File: config.mk
export PLATFORM = sky130hd
export DESIGN_NAME = fifo_wr_arbiter
export DESIGN_NICKNAME = d
export VERILOG_FILES = /design/src/rtl/fifo_arb_pkg.sv /design/src/rtl/fifo_wr_arbiter_rr_picker.sv /design/src/rtl/fifo_wr_arbiter.sv
export SDC_FILE = /design/constraint.sdc
export NUM_CORES = 1
export LEC_CHECK = 0
export BUFFER_PORTS_ARGS = -buffer_cell sky130_fd_sc_hd__buf_4
export CORE_UTILIZATION = 45
export DETAILED_ROUTE_END_ITERATION = 10
export PLACE_DENSITY = 0.81
export SYNTH_ARGS = -nofsm -noshare
export SYNTH_HDL_FRONTEND = slang
export SYNTH_SLANG_ARGS = --single-unit
File: constraint.sdc
create_clock -name clk -period 5.2 [get_ports clk]
set_clock_uncertainty 0.1 [all_clocks]
set_input_delay 1.04 -clock clk [delete_from_list [all_inputs] [get_ports clk]]
set_output_delay 1.04 -clock clk [all_outputs]
set_load 0.01 [all_outputs]
File: src/rtl/fifo_arb_pkg.sv
// fifo_arb_pkg: state encoding and default sizing shared by the fifo write arbiter.
// Consumed by fifo_wr_arbiter and rr_picker.
package fifo_arb_pkg;

  localparam int DEF_NUM_REQ     = 4;
  localparam int DEF_DATA_WIDTH  = 32;
  localparam int DEF_CNT_WIDTH   = 4;
  localparam int DEF_ACK_TIMEOUT = 4;
  localparam int DEF_HIGH_WM     = 6;

  typedef enum logic [1:0] {
    IDLE     = 2'd0,
    WRITE    = 2'd1,
    WAIT_ACK = 2'd2
  } arb_state_t;

  // Successor of idx in a ring of n entries.
  function automatic int next_idx(input int idx, input int n);
    return (idx >= n - 1) ? 0 : idx + 1;
  endfunction

endpackage

File: src/rtl/fifo_wr_arbiter_rr_picker.sv
// rr_picker: combinational round-robin search; returns the first valid index
// at or after rr_ptr, wrapping at NUM_REQ.
module rr_picker
  import fifo_arb_pkg::*;
#(
  parameter int NUM_REQ = DEF_NUM_REQ,
  localparam int IDX_W  = $clog2(NUM_REQ)
) (
  input  logic [NUM_REQ-1:0] req_valid,
  input  logic [IDX_W-1:0]   rr_ptr,
  output logic               found,
  output logic [IDX_W-1:0]   idx
);

  int  pos_s;
  logic hit_s;

  // Walk the ring starting at rr_ptr; the first hit wins.
  always_comb begin
    found = 1'b0;
    idx   = '0;
    pos_s = 0;
    hit_s = 1'b0;
    for (int k = 0; k < NUM_REQ; k++) begin
      pos_s = (int'(rr_ptr) + k >= NUM_REQ) ? int'(rr_ptr) + k - NUM_REQ : int'(rr_ptr) + k;
      hit_s = !found && req_valid[pos_s];
      idx   = hit_s ? IDX_W'(pos_s) : idx;
      found = found | req_valid[pos_s];
    end
  end

endmodule

File: src/rtl/fifo_wr_arbiter.sv
// fifo_wr_arbiter: round-robin arbiter driving one fifo write port, with ack/err/timeout completion.
// Define FIFO_ARB_WATERMARK_EN to also hold off new grants once fifo_count reaches HIGH_WM.
module fifo_wr_arbiter
  import fifo_arb_pkg::*;
#(
  parameter int NUM_REQ     = DEF_NUM_REQ,
  parameter int DATA_WIDTH  = DEF_DATA_WIDTH,
  parameter int CNT_WIDTH   = DEF_CNT_WIDTH,
  parameter int ACK_TIMEOUT = DEF_ACK_TIMEOUT,
  parameter int HIGH_WM     = DEF_HIGH_WM,
  localparam int IDX_W      = $clog2(NUM_REQ)
) (
  input  logic                          clk,
  input  logic                          reset_n,
  input  logic [NUM_REQ-1:0]            req_valid,
  input  logic [NUM_REQ*DATA_WIDTH-1:0] req_data,
  output logic [NUM_REQ-1:0]            req_ready,
  input  logic                          fifo_full,
  input  logic [CNT_WIDTH-1:0]          fifo_count,
  input  logic                          fifo_wr_ack,
  input  logic                          fifo_wr_err,
  output logic                          fifo_wr_en,
  output logic [DATA_WIDTH-1:0]         fifo_din,
  output logic [IDX_W-1:0]              grant_id,
  output logic                          busy,
  output logic                          wr_retry,
  output logic                          timeout_err
);

  localparam int TCNT_W = $clog2(ACK_TIMEOUT + 1);

  arb_state_t             state_r;
  logic [IDX_W-1:0]       rr_ptr_r;
  logic [IDX_W-1:0]       grant_r;
  logic [TCNT_W-1:0]      tcnt_r;
  logic                   wr_en_r;
  logic [DATA_WIDTH-1:0]  din_r;
  logic [NUM_REQ-1:0]     ready_r;
  logic                   busy_r;
  logic                   retry_r;
  logic                   tmo_r;

  logic                   pick_found_s;
  logic [IDX_W-1:0]       pick_idx_s;
  logic                   wm_hit_s;
  logic                   block_s;

  rr_picker #(.NUM_REQ(NUM_REQ)) u_picker (
    .req_valid (req_valid),
    .rr_ptr    (rr_ptr_r),
    .found     (pick_found_s),
    .idx       (pick_idx_s)
  );

  assign wm_hit_s = (fifo_count >= CNT_WIDTH'(HIGH_WM));
`ifdef FIFO_ARB_WATERMARK_EN
  assign block_s = fifo_full | wm_hit_s;
`else
  logic unused_wm_s;
  assign unused_wm_s = wm_hit_s;
  assign block_s     = fifo_full;
`endif

  // Arbitration FSM; the pointer only advances on a clean ack so a failed word is retried first.
  always_ff @(posedge clk or negedge reset_n) begin
    if (!reset_n) begin
      state_r  <= IDLE;
      rr_ptr_r <= '0;
      grant_r  <= '0;
      tcnt_r   <= '0;
      wr_en_r  <= 1'b0;
      din_r    <= '0;
      ready_r  <= '0;
      busy_r   <= 1'b0;
      retry_r  <= 1'b0;
      tmo_r    <= 1'b0;
    end else begin
      ready_r <= '0;
      retry_r <= 1'b0;
      tmo_r   <= 1'b0;
      case (state_r)
        IDLE: begin
          if (pick_found_s && !block_s) begin
            state_r <= WRITE;
            wr_en_r <= 1'b1;
            din_r   <= req_data[pick_idx_s*DATA_WIDTH +: DATA_WIDTH];
            grant_r <= pick_idx_s;
            busy_r  <= 1'b1;
          end
        end
        WRITE: begin
          state_r <= WAIT_ACK;
          wr_en_r <= 1'b0;
          tcnt_r  <= '0;
        end
        WAIT_ACK: begin
          // Simultaneous ack and err counts as an error.
          if (fifo_wr_err) begin
            retry_r <= 1'b1;
            state_r <= IDLE;
            busy_r  <= 1'b0;
          end else if (fifo_wr_ack) begin
            ready_r  <= NUM_REQ'(1) << grant_r;
            rr_ptr_r <= IDX_W'(next_idx(int'(grant_r), NUM_REQ));
            state_r  <= IDLE;
            busy_r   <= 1'b0;
          end else if (tcnt_r == TCNT_W'(ACK_TIMEOUT - 1)) begin
            tmo_r   <= 1'b1;
            state_r <= IDLE;
            busy_r  <= 1'b0;
          end else begin
            tcnt_r <= tcnt_r + TCNT_W'(1);
          end
        end
        default: begin
          state_r <= IDLE;
          wr_en_r <= 1'b0;
          busy_r  <= 1'b0;
        end
      endcase
    end
  end

  assign req_ready   = ready_r;
  assign fifo_wr_en  = wr_en_r;
  assign fifo_din    = din_r;
  assign grant_id    = grant_r;
  assign busy        = busy_r;
  assign wr_retry    = retry_r;
  assign timeout_err = tmo_r;

endmodule

==> summary.txt, run 1 <==
Floorplanning
  • Std-Cell Rows: 30
  • Die area: 7510 um^2
  • Die H: 86.7 um
  • Die width: 86.7 um
  • Starting Density: 0.470
  • Core area: 6870 um^2
  • I/O pin count: 183

STA
  • RSZ-0062 raised after global routing: false
  • Rel. slew slack: 0.271
  • Slew @ Worst Pin: 1.09 ns
  • WHS: 0.399 ns
  • Period utilisation layout: 0.617
  • FMAX: 0.312 GHz
  • Final setup violation count: 0
  • Final slew viol count: 0
  • Final hold vios: 0
  • Min cycle time layout: 3.21 ns
  • Post-route setup TNS: 0 ns

Placement
  • Placer congestion estimate: 0.797
  • Placed Instances: 577
  • Dpl hpwl: 6.89 mm
  • IO buf count: 178

Critical path
  • Slowest-stage cell, CP: nor3_4
  • Crit start category: input port
  • Critical Path Sink Type: flip-flop
  • CP Depth: 7
  • Cell Chain, Critical Path: buf_4 -> mux2i_2 -> nor2_4 -> nor3_4 -> buf_4 -> mux2i_1 -> o211ai_1
  • Reg2reg setup slack: 2.29 ns
  • Req. time, crit path: 5.27 ns
  • CP max stage delay: 0.82 ns
  • CP Class: in2reg
  • Reg2reg end: fifo_din[12]
  • Worst setup path end: fifo_din[12]
  • Data arrival time of the worst path: 3.27 ns
  • Worst-case reg-to-reg path depth: 6
  • Critical Path Start: req_valid[0]
  • CP most frequent cell: buf_4
  • R2R Path Start: rr_ptr_r[1]
  • CP Buf/Inv Count: 2
  • CP Max Fanout: 33
  • Crit-path leading delay family: simple AND/OR/NAND/NOR gates

Route
  • DRT antenna net count: 0
  • First-pass DRT Iterations: 5
  • Routed WL: 9.91 mm
  • WL met1: 3.92 mm
  • DRC: 0
  • Drt wl/cell: 16.9 um
  • DR iter-0 viols: 124
  • Via count: 3387
  • Wire length on met2: 5.11 mm
  • Routed wl met3: 722 um
  • Via density per instance: 5.79
  • Top sig layer: met4

Clock network
  • # Post-CTS Setup Buffers: 0
  • Hold-fix buffers, CTS: 0
  • H-tree depth: 2
  • Cts bufs inserted: 5
  • Clk sink count: 49
  • CTS tree: yes
  • CTS Buffer Depth: 2
  • Clk pin slew, worst setup/hold paths: 0.11 ns
  • Root buffer cell: clkbuf_8
  • Post-CTS sizing: 0
  • Worst skew pair latency: 0.31 ns

Flow run
  • Number of max-cap violations: 0

GRT
  • Grt total ovfl: 0
  • Number of global-route vias before repair: 3261
  • Initial antenna violation count: 0
  • Largest net degree at the start of global routing: 68
  • Aggregate global-route resource usage: 0.260
  • Global-route wire length before repair: 15.3 mm

Yosys
  • Seq/Total Area, Yosys: 0.380
  • Syn nets: 483
  • Yosys Warn Count: 0
  • Yosys cell types: 35
  • Synth Register Bits: 49
  • Synth Instances: 336
  • Syn Area/Cell: 9.60 um^2
  • Cell Area, Synth: 3230 um^2

Min path
  • Worst Hold Class: reg2reg

Power and ir drop
  • Pwr dens: 409 nW/um^2
  • Static leakage: 0.00221 uW
  • VDD IR-drop max: 0.000209 V
  • Total power: 1900 uW

Final layout
  • Layout net count: 635
  • Antenna diode count: 0
  • Final Core Density: 0.676
  • Synth-to-Final Area Change: 43.8%
  • Layout cells sized above 1: 0.413
  • Final std cells w/o fill: 585

Status
  • Status: finished clean
-- per-stage QoR --
stage | cell area (um^2) | setup slack, ns
3_5_place_dp | 4540 | 1.64
2_1_floorplan | 3230 | 2.76
3_3_place_gp | 4540 | 1.70
6_report | 4640 | 1.99
4_1_cts | 4640 | 1.98
5_1_grt | 4640 | 1.82
-- synthesized netlist by cell type --
cell type | number | area share
a21oi_1 | 2 | 0.0031
nor2_2 | 1 | 0.0019
o21a_1 | 1 | 0.0023
mux2i_1 | 32 | 0.099
a21o_1 | 1 | 0.0023
o41ai_4 | 1 | 0.0085
buf_6 | 3 | 0.010
nand4_1 | 32 | 0.062
nor3_1 | 1 | 0.0015
nor2_1 | 2 | 0.0023
or4_1 | 1 | 0.0023
mux2i_2 | 1 | 0.0043
a21oi_2 | 1 | 0.0027
buf_2 | 16 | 0.025
inv_1 | 8 | 0.0093
nor3b_1 | 1 | 0.0023
a2bb2oi_1 | 1 | 0.0027
o21ai_0 | 6 | 0.0093
nand3_1 | 3 | 0.0047
buf_1 | 3 | 0.0035
o211ai_1 | 32 | 0.074
mux2_2 | 2 | 0.0070
and2_1 | 4 | 0.0078
nor2_4 | 1 | 0.0035
nor4b_1 | 1 | 0.0027
nand2b_1 | 3 | 0.0058
o22ai_2 | 1 | 0.0039
dfrtp_1 | 49 | 0.38
ha_1 | 6 | 0.023
nand2_1 | 37 | 0.043
a211o_1 | 32 | 0.087
nor3_4 | 1 | 0.0050
clkbuf_1 | 16 | 0.019
or2_2 | 2 | 0.0039
o31ai_1 | 32 | 0.074
-- layer usage --
layer,vias to the layer above,global-route usage
met5,-,0
met4,0,0.0758
met3,12,0.0495
met2,163,0.479
met1,1614,0.307
li1,1598,-
-- final cells by class --
cell class / count / area, um^2
Clock buffer: 5 / 68.8
Fill cell: 612 / 2230
Sequential cell: 49 / 1230
Multi-Input combinational cell: 241 / 1790
Tap cell: 96 / 120
Inverter: 8 / 30.0
Clock inverter: 3 / 28.8
Timing Repair Buffer: 183 / 1370
-- sequential cells by signal, indices dropped and copies added, names as in the netlist --
register and flops:
tcnt_r 3, busy 1, grant_id 2, req_ready 4, rr_ptr_r 2, fifo_din 32
state_r 2, timeout_err 1, wr_retry 1, fifo_wr_en 1
-- logic make-up (layout without fill, tap and decap cells) --
kind of cell | count (synthesis) | after routing | synth area share
AOI/OAI and AO/OA | 110 | 110 | 0.271
adders and majority gates | 6 | 6 | 0.0233
buffers and inverters | 46 | 199 | 0.0667
DFF | 49 | 49 | 0.380
muxes | 35 | 35 | 0.111
and+or+nand+nor | 90 | 90 | 0.149
-- where the power goes --
part	total, uW	switching, uW	leakage, uW	internal (uW)
registers	629	99.7	0.000620	529
logic	1020	548	0.00154	473
clock network	249	148	0.0000506	101
total	1900	795	0.00221	1100
-- placed cells by master, fill, tap and decap left out, types with 3 or more instances in the layout --
| cell type | n |
|---|---|
| a211o_1 | 32 |
| and2_1 | 4 |
| buf_4 | 183 |
| clkbuf_8 | 5 |
| dfrtp_1 | 49 |
| ha_1 | 6 |
| inv_1 | 8 |
| mux2i_1 | 32 |
| nand2_1 | 37 |
| nand2b_1 | 3 |
| nand3_1 | 3 |
| nand4_1 | 32 |
| o211ai_1 | 32 |
| o21ai_0 | 6 |
| o31ai_1 | 32 |
-- worst min-delay path by stage --
stage                start           to  slack, ns  cells past startpoint
2_1_floorplan   state_r[1]         busy       0.36                      1
3_3_place_gp   fifo_din[4]  fifo_din[4]       0.38                      2
3_5_place_dp    state_r[1]         busy       0.38                      1
4_1_cts         state_r[1]         busy       0.40                      1
5_1_grt        fifo_din[4]  fifo_din[4]       0.43                      2
6_report        state_r[1]         busy       0.40                      1
(Power assumes the default switching activity.)
==> run 2: changes to the inputs <==
==> constraint.sdc (replaced) <==
create_clock -name clk -period 3.08 [get_ports clk]
set_clock_uncertainty 0.1 [all_clocks]
set_input_delay 0.616 -clock clk [delete_from_list [all_inputs] [get_ports clk]]
set_output_delay 0.616 -clock clk [all_outputs]
set_load 0.01 [all_outputs]
==> summary.txt, run 2 (synthesis gave the netlist of run 1 again) <==
Final layout
  • Layout cells sized above 1: 0.420
  • # fillers: 593
  • Final std cells w/o fill: 591
  • Commonest non-fill, non-tap cells in the layout: buf_4 (188), dfrtp_1 (49), nand2_1 (37)
  • Commonest non-fill, non-tap cell in the layout: buf_4
  • Layout net count: 641
  • Antenna diode count: 0
  • Max reg flops: 32
  • Synth-to-Final Area Change: 45.6%

Floorplanning
  • Starting Density: 0.470
  • Die H: 86.7 um
  • Die area: 7510 um^2
  • I/O pin count: 183
  • Std-Cell Rows: 30
  • Die width: 86.7 um
  • Core area: 6870 um^2

Clock network
  • Post-CTS sizing: 0
  • Clk pin slew, worst setup/hold paths: 0.11 ns
  • Cts bufs inserted: 5
  • Hold-fix buffers, CTS: 0
  • Clk sink count: 49
  • Root buffer cell: clkbuf_8
  • CTS tree: yes
  • # Post-CTS Setup Buffers: 0
  • H-tree depth: 2
  • CTS Buffer Depth: 2
  • Worst skew pair latency: 0.31 ns

Route
  • DR iter-0 viols: 174
  • Wire length on met2: 5.19 mm
  • Via count: 3524
  • Via density per instance: 5.96
  • WL met1: 3.76 mm
  • Top sig layer: met4
  • Routed wl met3: 972 um
  • DRC: 0
  • Routed WL: 10.1 mm
  • DRT antenna net count: 0
  • Drt wl/cell: 17.1 um
  • First-pass DRT Iterations: 5

Flow run
  • Number of max-cap violations: 0

Power and ir drop
  • VDD IR-drop max: 0.000331 V
  • Switching Fraction: 0.418
  • P_sw: 1360 uW
  • Logic pwr share: 0.543
  • Static leakage: 0.00225 uW
  • Clock network power share: 0.128
  • Seq pwr share: 0.329
  • Total internal power: 1890 uW
  • Pwr dens: 691 nW/um^2

GRT
  • Number of global-route vias before repair: 3279
  • Largest net degree at the start of global routing: 50
  • Aggregate global-route resource usage: 0.266
  • Grt total ovfl: 0
  • Initial antenna violation count: 0
  • Global-route wire length before repair: 15.6 mm

Placement
  • Placer congestion estimate: 0.790
  • Placed Instances: 583
  • Dpl hpwl: 7.13 mm
  • IO buf count: 178

Critical path
  • Crit start category: flip-flop
  • Crit-path leading delay family: simple AND/OR/NAND/NOR gates
  • Critical Path Start: rr_ptr_r[1]
  • CP Class: reg2reg
  • Data arrival time of the worst path: 2.41 ns
  • Slowest-stage cell, CP: nor2_4
  • Critical Path Sink Type: flip-flop
  • R2R Path Start: rr_ptr_r[1]
  • CP Buf/Inv Count: 1
  • CP max stage delay: 0.71 ns
  • Reg2reg setup slack: 0.76 ns
  • Cell Chain, Critical Path: mux2i_2 -> nor2_4 -> nor3_4 -> buf_4 -> mux2i_1 -> o211ai_1
  • CP Max Fanout: 33
  • Req. time, crit path: 3.16 ns

STA
  • RSZ-0062 raised after global routing: false
  • Rel. slew slack: 0.387
  • Period utilisation layout: 0.755
  • Final slew viol count: 0
  • Final hold vios: 0
  • Slew @ Worst Pin: 0.917 ns
  • Final setup violation count: 0
  • Post-route setup TNS: 0 ns
  • Min cycle time layout: 2.32 ns
  • FMAX: 0.430 GHz

Status
  • Status: finished clean

Min path
  • Worst Hold Class: in2async
run 2: cell types whose count changed in the layout (fill, tap and decap cells not counted), sizes merged:
cell	change
buf	+6
run 2: through the flow:
| step | hold WS (ns) | worst slack, ns | util | instance area, um^2 | total power, uW |
|---|---|---|---|---|---|
| 6_report | 0.205 | 0.756 | 0.684 | 4700 | 3240 |
| 5_1_grt | 0.249 | 0.648 | 0.684 | 4700 | 3470 |
| 4_1_cts | 0.232 | 0.776 | 0.684 | 4700 | 3260 |
| 3_5_place_dp | 0.387 | 0.625 | 0.670 | 4600 | 2840 |
| 3_3_place_gp | 0.381 | 0.670 | 0.670 | 4600 | 2780 |
| 2_1_floorplan | 0.220 | 1.07 | - | 3230 | 2100 |
run 2: path summary, 6_finish.rpt:
kind	endpoint	cells after the start
max	fifo_din[6]	6
min	fifo_din[17]	1
max reg2reg	fifo_din[6]	6
min reg2reg	tcnt_r[0]	1
max in group asynchronous	fifo_din[3]	1
min in group clk	timeout_err	2
run 2: final cells by class:
cell class / instances / area (um^2) / share of cell area
clock buffers: 5 / 68.8 / 0.0146
clock inverters: 3 / 28.8 / 0.00613
inverters: 8 / 30.0 / 0.00639
multi-input cells: 241 / 1790 / 0.382
flip-flops and latches: 49 / 1230 / 0.261
well taps: 96 / 120 / 0.0256
repair buffers: 189 / 1430 / 0.305
run 2: power groups by stage:
stage	Combinational, uW	Clock [uW]	Sequential, uW
floorplan	945	0	1160
global placement	1720	0	1060
detailed placement	1770	0	1080
CTS	1770	425	1070
global route	1910	454	1100
finish	1760	414	1070
run 2: metal layers:
| layer | up-vias | track usage |
|---|---|---|
| met2 | 222 | 0.465 |
| met1 | 1676 | 0.331 |
| met5 | - | 0 |
| li1 | 1610 | - |
| met3 | 16 | 0.0505 |
| met4 | 0 | 0.0894 |
run 2: worst reg2reg max path: stages (launching register included):
cell and delay (ns):
dfrtp_1 0.48, mux2i_2 0.21, nor2_4 0.71, nor3_4 0.09, buf_4 0.28, mux2i_1 0.23, o211ai_1 0.11
